===== src/rtl/inst_pkg.sv =====
// Shared instruction-type enumeration and RV32I opcode constants for the
// encoder and the opcode/type decoder.
package inst_pkg;

    localparam int unsigned INST_W = 32;

    // Instruction format type; encoding 3'd7 is reserved and treated as illegal.
    typedef enum logic [2:0] {
        INST_I     = 3'd0,
        INST_ISTAR = 3'd1,
        INST_S     = 3'd2,
        INST_B     = 3'd3,
        INST_U     = 3'd4,
        INST_J     = 3'd5,
        INST_R     = 3'd6
    } inst_type_t;

    localparam logic [6:0] OP     = 7'h33;
    localparam logic [6:0] OP_IMM = 7'h13;
    localparam logic [6:0] STORE  = 7'h23;
    localparam logic [6:0] BRANCH = 7'h63;
    localparam logic [6:0] JAL    = 7'h6F;
    localparam logic [6:0] JALR   = 7'h67;
    localparam logic [6:0] AUIPC  = 7'h17;
    localparam logic [6:0] SYSTEM = 7'h73;

endpackage


===== src/rtl/inst_field_packer.sv =====
// Combinational packing of RV32I fields into one instruction word.
module inst_field_packer
    import inst_pkg::*;
(
    input  logic [2:0]        inst_type,
    input  logic [6:0]        opcode,
    input  logic [4:0]        rd,
    input  logic [4:0]        rs1,
    input  logic [4:0]        rs2,
    input  logic [2:0]        funct3,
    input  logic [6:0]        funct7,
    input  logic [31:0]       imm,
    output logic [INST_W-1:0] word_c,
    output logic              illegal_c
);

    // Reserved type or a non-32-bit opcode (low bits not 2'b11) is rejected.
    always_comb begin
        illegal_c = (inst_type == 3'd7) || (opcode[1:0] != 2'b11);
    end

    // Field placement per format; unused immediate bits fall off.
    always_comb begin
        word_c = '0;
        case (inst_type)
            INST_R:     word_c = {funct7, rs2, rs1, funct3, rd, opcode};
            INST_I:     word_c = {imm[11:0], rs1, funct3, rd, opcode};
            INST_ISTAR: word_c = {funct7, imm[4:0], rs1, funct3, rd, opcode};
            INST_S:     word_c = {imm[11:5], rs2, rs1, funct3, imm[4:0], opcode};
            INST_B:     word_c = {imm[12], imm[10:5], rs2, rs1, funct3,
                                  imm[4:1], imm[11], opcode};
            INST_U:     word_c = {imm[31:12], rd, opcode};
            INST_J:     word_c = {imm[20], imm[10:1], imm[11], imm[19:12],
                                  rd, opcode};
            default:    word_c = '0;
        endcase
    end

endmodule


===== src/rtl/inst_word_encoder.sv =====
// Accepts field tuples, encodes them and writes the words sequentially to IMEM.
module inst_word_encoder
    import inst_pkg::*;
#(
    parameter int unsigned ADDR_W    = 10,
    parameter int unsigned BASE_ADDR = 0
) (
    input  logic              clk,
    input  logic              rst_n,
    input  logic              clear,
    input  logic              in_valid,
    output logic              in_ready,
    input  logic [2:0]        in_type,
    input  logic [6:0]        in_opcode,
    input  logic [4:0]        in_rd,
    input  logic [4:0]        in_rs1,
    input  logic [4:0]        in_rs2,
    input  logic [2:0]        in_funct3,
    input  logic [6:0]        in_funct7,
    input  logic [31:0]       in_imm,
    output logic              imem_we,
    output logic [ADDR_W-1:0] imem_addr,
    output logic [31:0]       imem_wdata,
    input  logic              imem_ack,
    output logic              err,
    output logic [ADDR_W:0]   word_count
);

    localparam int unsigned CNT_W = ADDR_W + 1;
    localparam logic [ADDR_W-1:0] BASE = ADDR_W'(BASE_ADDR);

    typedef enum logic {IDLE = 1'b0, WRITE = 1'b1} state_t;

    state_t              state_q, state_d;
    logic                ready_d;
    logic                we_d;
    logic [ADDR_W-1:0]   addr_d;
    logic [INST_W-1:0]   wdata_d;
    logic                err_d;
    logic [CNT_W-1:0]    count_d;
    logic [INST_W-1:0]   word_c;
    logic                illegal_c;

    inst_field_packer u_packer (
        .inst_type (in_type),
        .opcode    (in_opcode),
        .rd        (in_rd),
        .rs1       (in_rs1),
        .rs2       (in_rs2),
        .funct3    (in_funct3),
        .funct7    (in_funct7),
        .imm       (in_imm),
        .word_c    (word_c),
        .illegal_c (illegal_c)
    );

    // Next state and next register values; clear overrides all activity.
    always_comb begin
        state_d = state_q;
        addr_d  = imem_addr;
        wdata_d = imem_wdata;
        err_d   = err;
        count_d = word_count;
        if (clear) begin
            state_d = IDLE;
            addr_d  = BASE;
            err_d   = 1'b0;
            count_d = '0;
        end else begin
            case (state_q)
                IDLE: begin
                    if (in_valid) begin
                        if (illegal_c) begin
                            err_d = 1'b1;
                        end else begin
                            wdata_d = word_c;
                            state_d = WRITE;
                        end
                    end
                end
                WRITE: begin
                    if (imem_ack) begin
                        addr_d  = imem_addr + ADDR_W'(1);
                        count_d = word_count + CNT_W'(1);
                        state_d = IDLE;
                    end
                end
                default: state_d = IDLE;
            endcase
        end
        we_d    = (state_d == WRITE);
        ready_d = (state_d == IDLE);
    end

    // State and output registers.
    always_ff @(posedge clk or negedge rst_n) begin
        if (!rst_n) begin
            state_q    <= IDLE;
            in_ready   <= 1'b1;
            imem_we    <= 1'b0;
            imem_addr  <= BASE;
            imem_wdata <= '0;
            err        <= 1'b0;
            word_count <= '0;
        end else begin
            state_q    <= state_d;
            in_ready   <= ready_d;
            imem_we    <= we_d;
            imem_addr  <= addr_d;
            imem_wdata <= wdata_d;
            err        <= err_d;
            word_count <= count_d;
        end
    end

endmodule


===== config.mk =====
export PLATFORM = sky130hd
export DESIGN_NAME = inst_word_encoder
export DESIGN_NICKNAME = d
export VERILOG_FILES = /design/src/rtl/inst_pkg.sv /design/src/rtl/inst_field_packer.sv /design/src/rtl/inst_word_encoder.sv
export SDC_FILE = /design/constraint.sdc
export NUM_CORES = 1
export LEC_CHECK = 0
export ABC_AREA = 1
export BUFFER_PORTS_ARGS = -buffer_cell sky130_fd_sc_hd__buf_2
export CORE_ASPECT_RATIO = 1.25
export CORE_MARGIN = 2
export CORE_UTILIZATION = 52
export CTS_CLUSTER_DIAMETER = 30
export DETAILED_ROUTE_END_ITERATION = 10
export HOLD_SLACK_MARGIN = 0.15
export PLACE_DENSITY_LB_ADDON = 0.05
export SLEW_MARGIN = 10
export SYNTH_ARGS = -nofsm -noshare
export SYNTH_HDL_FRONTEND = slang
export SYNTH_SLANG_ARGS = --single-unit

===== constraint.sdc =====
create_clock -name clk -period 2 [get_ports clk]
set_input_delay 0.5 -clock clk [delete_from_list [all_inputs] [get_ports clk]]
set_output_delay 0.5 -clock clk [all_outputs]
set_load 0.01 [all_outputs]

# Word level (Yosys, flattened, before mapping)
# Cells that the tools add are included.
# word_totals
out_inout_bits	56
word_cells	46
ff_bits	56
# classes
mux	16
bitwise	4
n_reduce_logical	9
add_sub_neg	2
eq_ne	9
# ops
cell	n
one-hot mux 32 bit (7 select lines)	1
2-to-1 mux 11 bit	3
2-to-1 mux 10 bit	3
== test 3 bit (second input constant)	4
adder 11 x 1 -> 11 bit (second input constant)	1
adder 10 x 1 -> 10 bit (second input constant)	1
2-to-1 mux 1 bit	8
nonzero test 2 bit	4
== test 3 x 2 -> 1 bit (second input constant)	2
inequality test 2 bit (second input constant)	2
inverter 1 bit	4
AND reduction 4 bit	1
== test 3 x 1 -> 1 bit (second input constant)	1
logical NOT 3 bit	1
AND reduction 3 bit	1
one-hot mux 1 bit (2 select lines)	1
AND reduction 2 bit	1
logical OR 1 bit	1

# Depth between registers and ports, before layout
# depth
depth_word	7
depth_mapped	9
mapped_depth_nobuf	8

# Hierarchy
# Synthesis repeated with hierarchy kept, for this count alone.
# hier_totals
hier_cells	460
hier_area_um2	3706.1
# by_module_without_submodules
module	area_each_um2	cells_per_inst	instances
inst_word_encoder	2615.0	244	1
inst_field_packer	1091.0	216	1

# Worst setup path after synthesis
# OpenSTA, ideal clock, no wires.
# synth_path
path_kind	in2reg
start	input in_type[2]
end	register imem_wdata[29]
cell_stages	7
arrival_time_ns	1.237
setup_ns	0.116
slack_ns	0.648
path_buffers	3
cell_sequence	buf_4 > buf_4 > buf_2 > nand3_1 > nand3_1 > nor2_1 > nor2_1
# synth_via
elab_chain_cells	4
# synth_lines
element	line	text
from (decl)	inst_word_encoder.sv:13	input logic [2:0] in_type,
== test 3 bit	inst_field_packer.sv:19	illegal_c = (inst_type == 3'd7) || (opcode[1:0] != 2'b11);
logical OR 1 bit	inst_field_packer.sv:19	
inverter 1 bit (no line)	-	
AND reduction 4 bit (no line)	-	
to (signal assigned)	inst_word_encoder.sv:110	imem_wdata <= wdata_d;
to (decl)	inst_word_encoder.sv:23	output logic [31:0] imem_wdata,
# Parallel ways exist; a longest one is shown, timed or not.
# A chain may end at the register's enable or synchronous reset.

# Worst setup path in the final report
# layout_path
start	register state_q
end	register word_count[10]
# layout_via
elab_chain_cells	2
# layout_lines
element	line	text
from (decl)	inst_word_encoder.sv:34	state_t state_q, state_d;
from (signal assigned)	inst_word_encoder.sv:106	state_q <= state_d;
nonzero test 2 bit (no line)	-	
AND reduction 2 bit (no line)	-	
to (signal assigned)	inst_word_encoder.sv:112	word_count <= count_d;
to (decl)	inst_word_encoder.sv:26	output logic [ADDR_W:0] word_count
# No other way between the ends.

==> results.json <==
{
  "drive_above_1_share_pct": 27.7,
  "grt_most_used_layer": "met2",
  "final_cell_mix": "nand2_1, buf_2, nand3_1, dfrtp_1, nor2_1",
  "holdCritPathClass": "in -> reg",
  "fin_cells": 636,
  "fin_skew_ns": 0.00409,
  "cp_max_fo": 15,
  "swShare_pct": 29.9,
  "use_met2_pct": 42.0,
  "cp-startpoint": "state_q",
  "async_flop_share_pct": 100,
  "die_area_mm2": 0.00665,
  "post_cts_buffers": 0,
  "power_frac_comb_pct": 23.7,
  "clkPwrFrac_pct": 25.1,
  "antenna_cells": 0,
  "drt_iter0_drc": 126,
  "layout.nets": 644,
  "max_cap_viol_count": 0,
  "crit_path_cell_trace": "nand2_2, nand2_2, nand2_1, nor2_1, nand3_1, nand2_1, nor2_1",
  "drv_slew": 0,
  "drt-total-wl_um": 7580,
  "cts_made_buffers": 5,
  "final-setup-viol-count": 0,
  "peakVddDrop_mv": 0.320,
  "first_global_vias": 2978,
  "cts.sinks": 56,
  "path_class": "reg -> reg",
  "design_area_mm2": 0.00393,
  "setup.worst_path.start_class": "register",
  "outcome": "complete, no violations",
  "reg2regPathDepth": 7,
  "yosysSeqAreaShare_pct": 44.9,
  "place_ws_ns": 0.204,
  "numPortBuffers": 127,
  "cts_resized": 0,
  "root_buffer": "clkbuf_8",
  "synth_edf_count": 0,
  "critPathMaxStageDelay_ns": 0.46,
  "gp_congestion": 0.861,
  "ant_nets": 0,
  "cp.depth": 7,
  "dpl.cell_count": 628,
  "seqPwrFrac_pct": 51.2,
  "cp-endpoint": "word_count[10]",
  "period_share_pct": 74.6,
  "rr_startpoint": "state_q",
  "p_leak_nw": 2.29,
  "drcViolationCount": 0,
  "power_switching_mw": 0.783,
  "grt_max_degree": 23,
  "cts_tree": "done",
  "grt_first_pass_wirelength_um": 12900,
  "core-area_mm2": 0.00582,
  "power.density_mw_per_mm2": 667,
  "fin_crit_ns": 1.49,
  "placed_cell_area_mm2": 0.00382,
  "fillCellCount": 556,
  "drtPass1Iterations": 4,
  "slew-limit-headroom_pct": 72.9,
  "clkSlewWorstSetupHoldPaths_ns": 0.10,
  "tightest_slew_ns": 0.405,
  "cp_top_family": "simple AND/OR/NAND/NOR gates",
  "final_common_cell": "nand2_1",
  "antenna_found_initial": 0,
  "synth_warnings": 0,
  "num_vias": 3158,
  "fmax_mhz": 671,
  "syn-mean-instance-area_um2": 7.05,
  "row_count": 31,
  "ys.flop_type": "dfrtp_1",
  "grtUsageMet3_pct": 4.46,
  "avgRoutedWirePerCell_um": 11.9,
  "syn-num-nets": 517,
  "vias_per_cell": 4.97,
  "syn2layout_area_growth_pct": 25.8,
  "p_int_mw": 1.84,
  "syn_area_mm2": 0.00312,
  "ff2ff_setup_slack_ns": 0.51,
  "io_pins": 128,
  "start_util_pct": 53.7,
  "setup_ws_ns": 0.509,
  "finalSetupTns_ns": 0,
  "syn_inst": 443,
  "synth-seq-cells": 56,
  "met1_usage_pct": 29.8,
  "cts_buffer_depth": 2,
  "timing.hold.ws_ns": 0.388,
  "cp_num_buf_inv": 0,
  "critPathArrivalTime_ns": 1.70,
  "critical_path_required_ns": 2.20,
  "ys_types": 27,
  "die_x_um": 73.3,
  "htreeDepth": 2,
  "grt_overflow": 0,
  "cp-end-kind": "register",
  "rsz0062_at_grt": "no",
  "slowest_stage": "dfrtp_1",
  "die_h_um": 90.6,
  "clk_latency_ns": 0.30,
  "grt_use_total_pct": 23.9,
  "hold_viol_final": 0,
  "timing.rr.end": "word_count[10]",
  "hpwl_um": 5890
}
area by class of cell:
type / instances / area (µm²) / area share (%)
Inverter: 43 / 161 / 4.11
Multi-Input combinational cell: 328 / 1460 / 37.1
Clock buffer: 7 / 96.3 / 2.45
Sequential cell: 56 / 1400 / 35.7
Tap cell: 66 / 82.6 / 2.10
Timing Repair Buffer: 136 / 731 / 18.6
per-stage QoR:
stage | power (mW) | utilization [%]
3_3_place_gp | 1.98 | 65.7
2_1_floorplan | 1.69 | -
3_5_place_dp | 1.99 | 65.7
4_1_cts | 2.65 | 67.5
5_1_grt | 2.79 | 67.5
6_report | 2.62 | 67.5
flip-flops by register name, summed over array words and instances (netlist names):
signal      count
imem_wdata     32
word_count     11
imem_addr      10
err             1
in_ready        1
state_q         1
logic make-up after synthesis:
logic type / share of synthesized area, %
fa+ha+maj: 0.801
compound gates: 4.37
simple gates: 41.2
xor+xnor: 0.280
flops: 44.9
buf+inv: 8.45
worst min-delay path by stage:
stage / from / endpoint / slack (ns) / cells past startpoint
global placement: rst_n / word_count[5] / 0.42 / 1
finish: in_opcode[4] / imem_wdata[4] / 0.39 / 3
floorplan: rst_n / err / 0.20 / 0
CTS: in_opcode[4] / imem_wdata[4] / 0.38 / 3
detailed placement: rst_n / word_count[5] / 0.43 / 1
global route: in_opcode[4] / imem_wdata[4] / 0.38 / 3
power groups by stage:
stage / clock network [mW] / logic, mW / registers, mW
floorplan: 0 / 0.266 / 1.42
global placement: 0 / 0.615 / 1.36
detailed placement: 0 / 0.628 / 1.36
CTS: 0.680 / 0.630 / 1.34
global route: 0.724 / 0.704 / 1.36
finish: 0.658 / 0.621 / 1.34
Yosys cell counts, drive strengths merged, types with 2 or more instances:
cell	n	area, µm²
ha	2	25.0
o21ai	11	58.8
nor2	48	211
clkbuf	2	7.51
nand2	179	679
inv	43	161
a21oi	11	55.1
buf	14	95.1
nor3	2	10.0
nand3	62	328
o211ai	2	15.0
nand4	6	37.5
dfrtp	55	1380
or2	2	12.5
worst register-to-register path, delay by kind of cell (launching register included):
kind	cells	cell delay [ns]
AND/OR/NAND/NOR	7	0.93
flip-flops	1	0.46
what timing repair did:
item | 4_1_cts | 5_1_grt
setup endpoints to repair | 0 | 0
hold buffers | 1 | 0
endpoints found under the hold margin | 10 | 0
routing by layer:
metal	vias up	share of wire [%]
met1	1416	42
met3	5	5.7
li1	1638	-
met2	99	52
met5	-	0
met4	0	0.70
(Power assumes the default switching activity.)
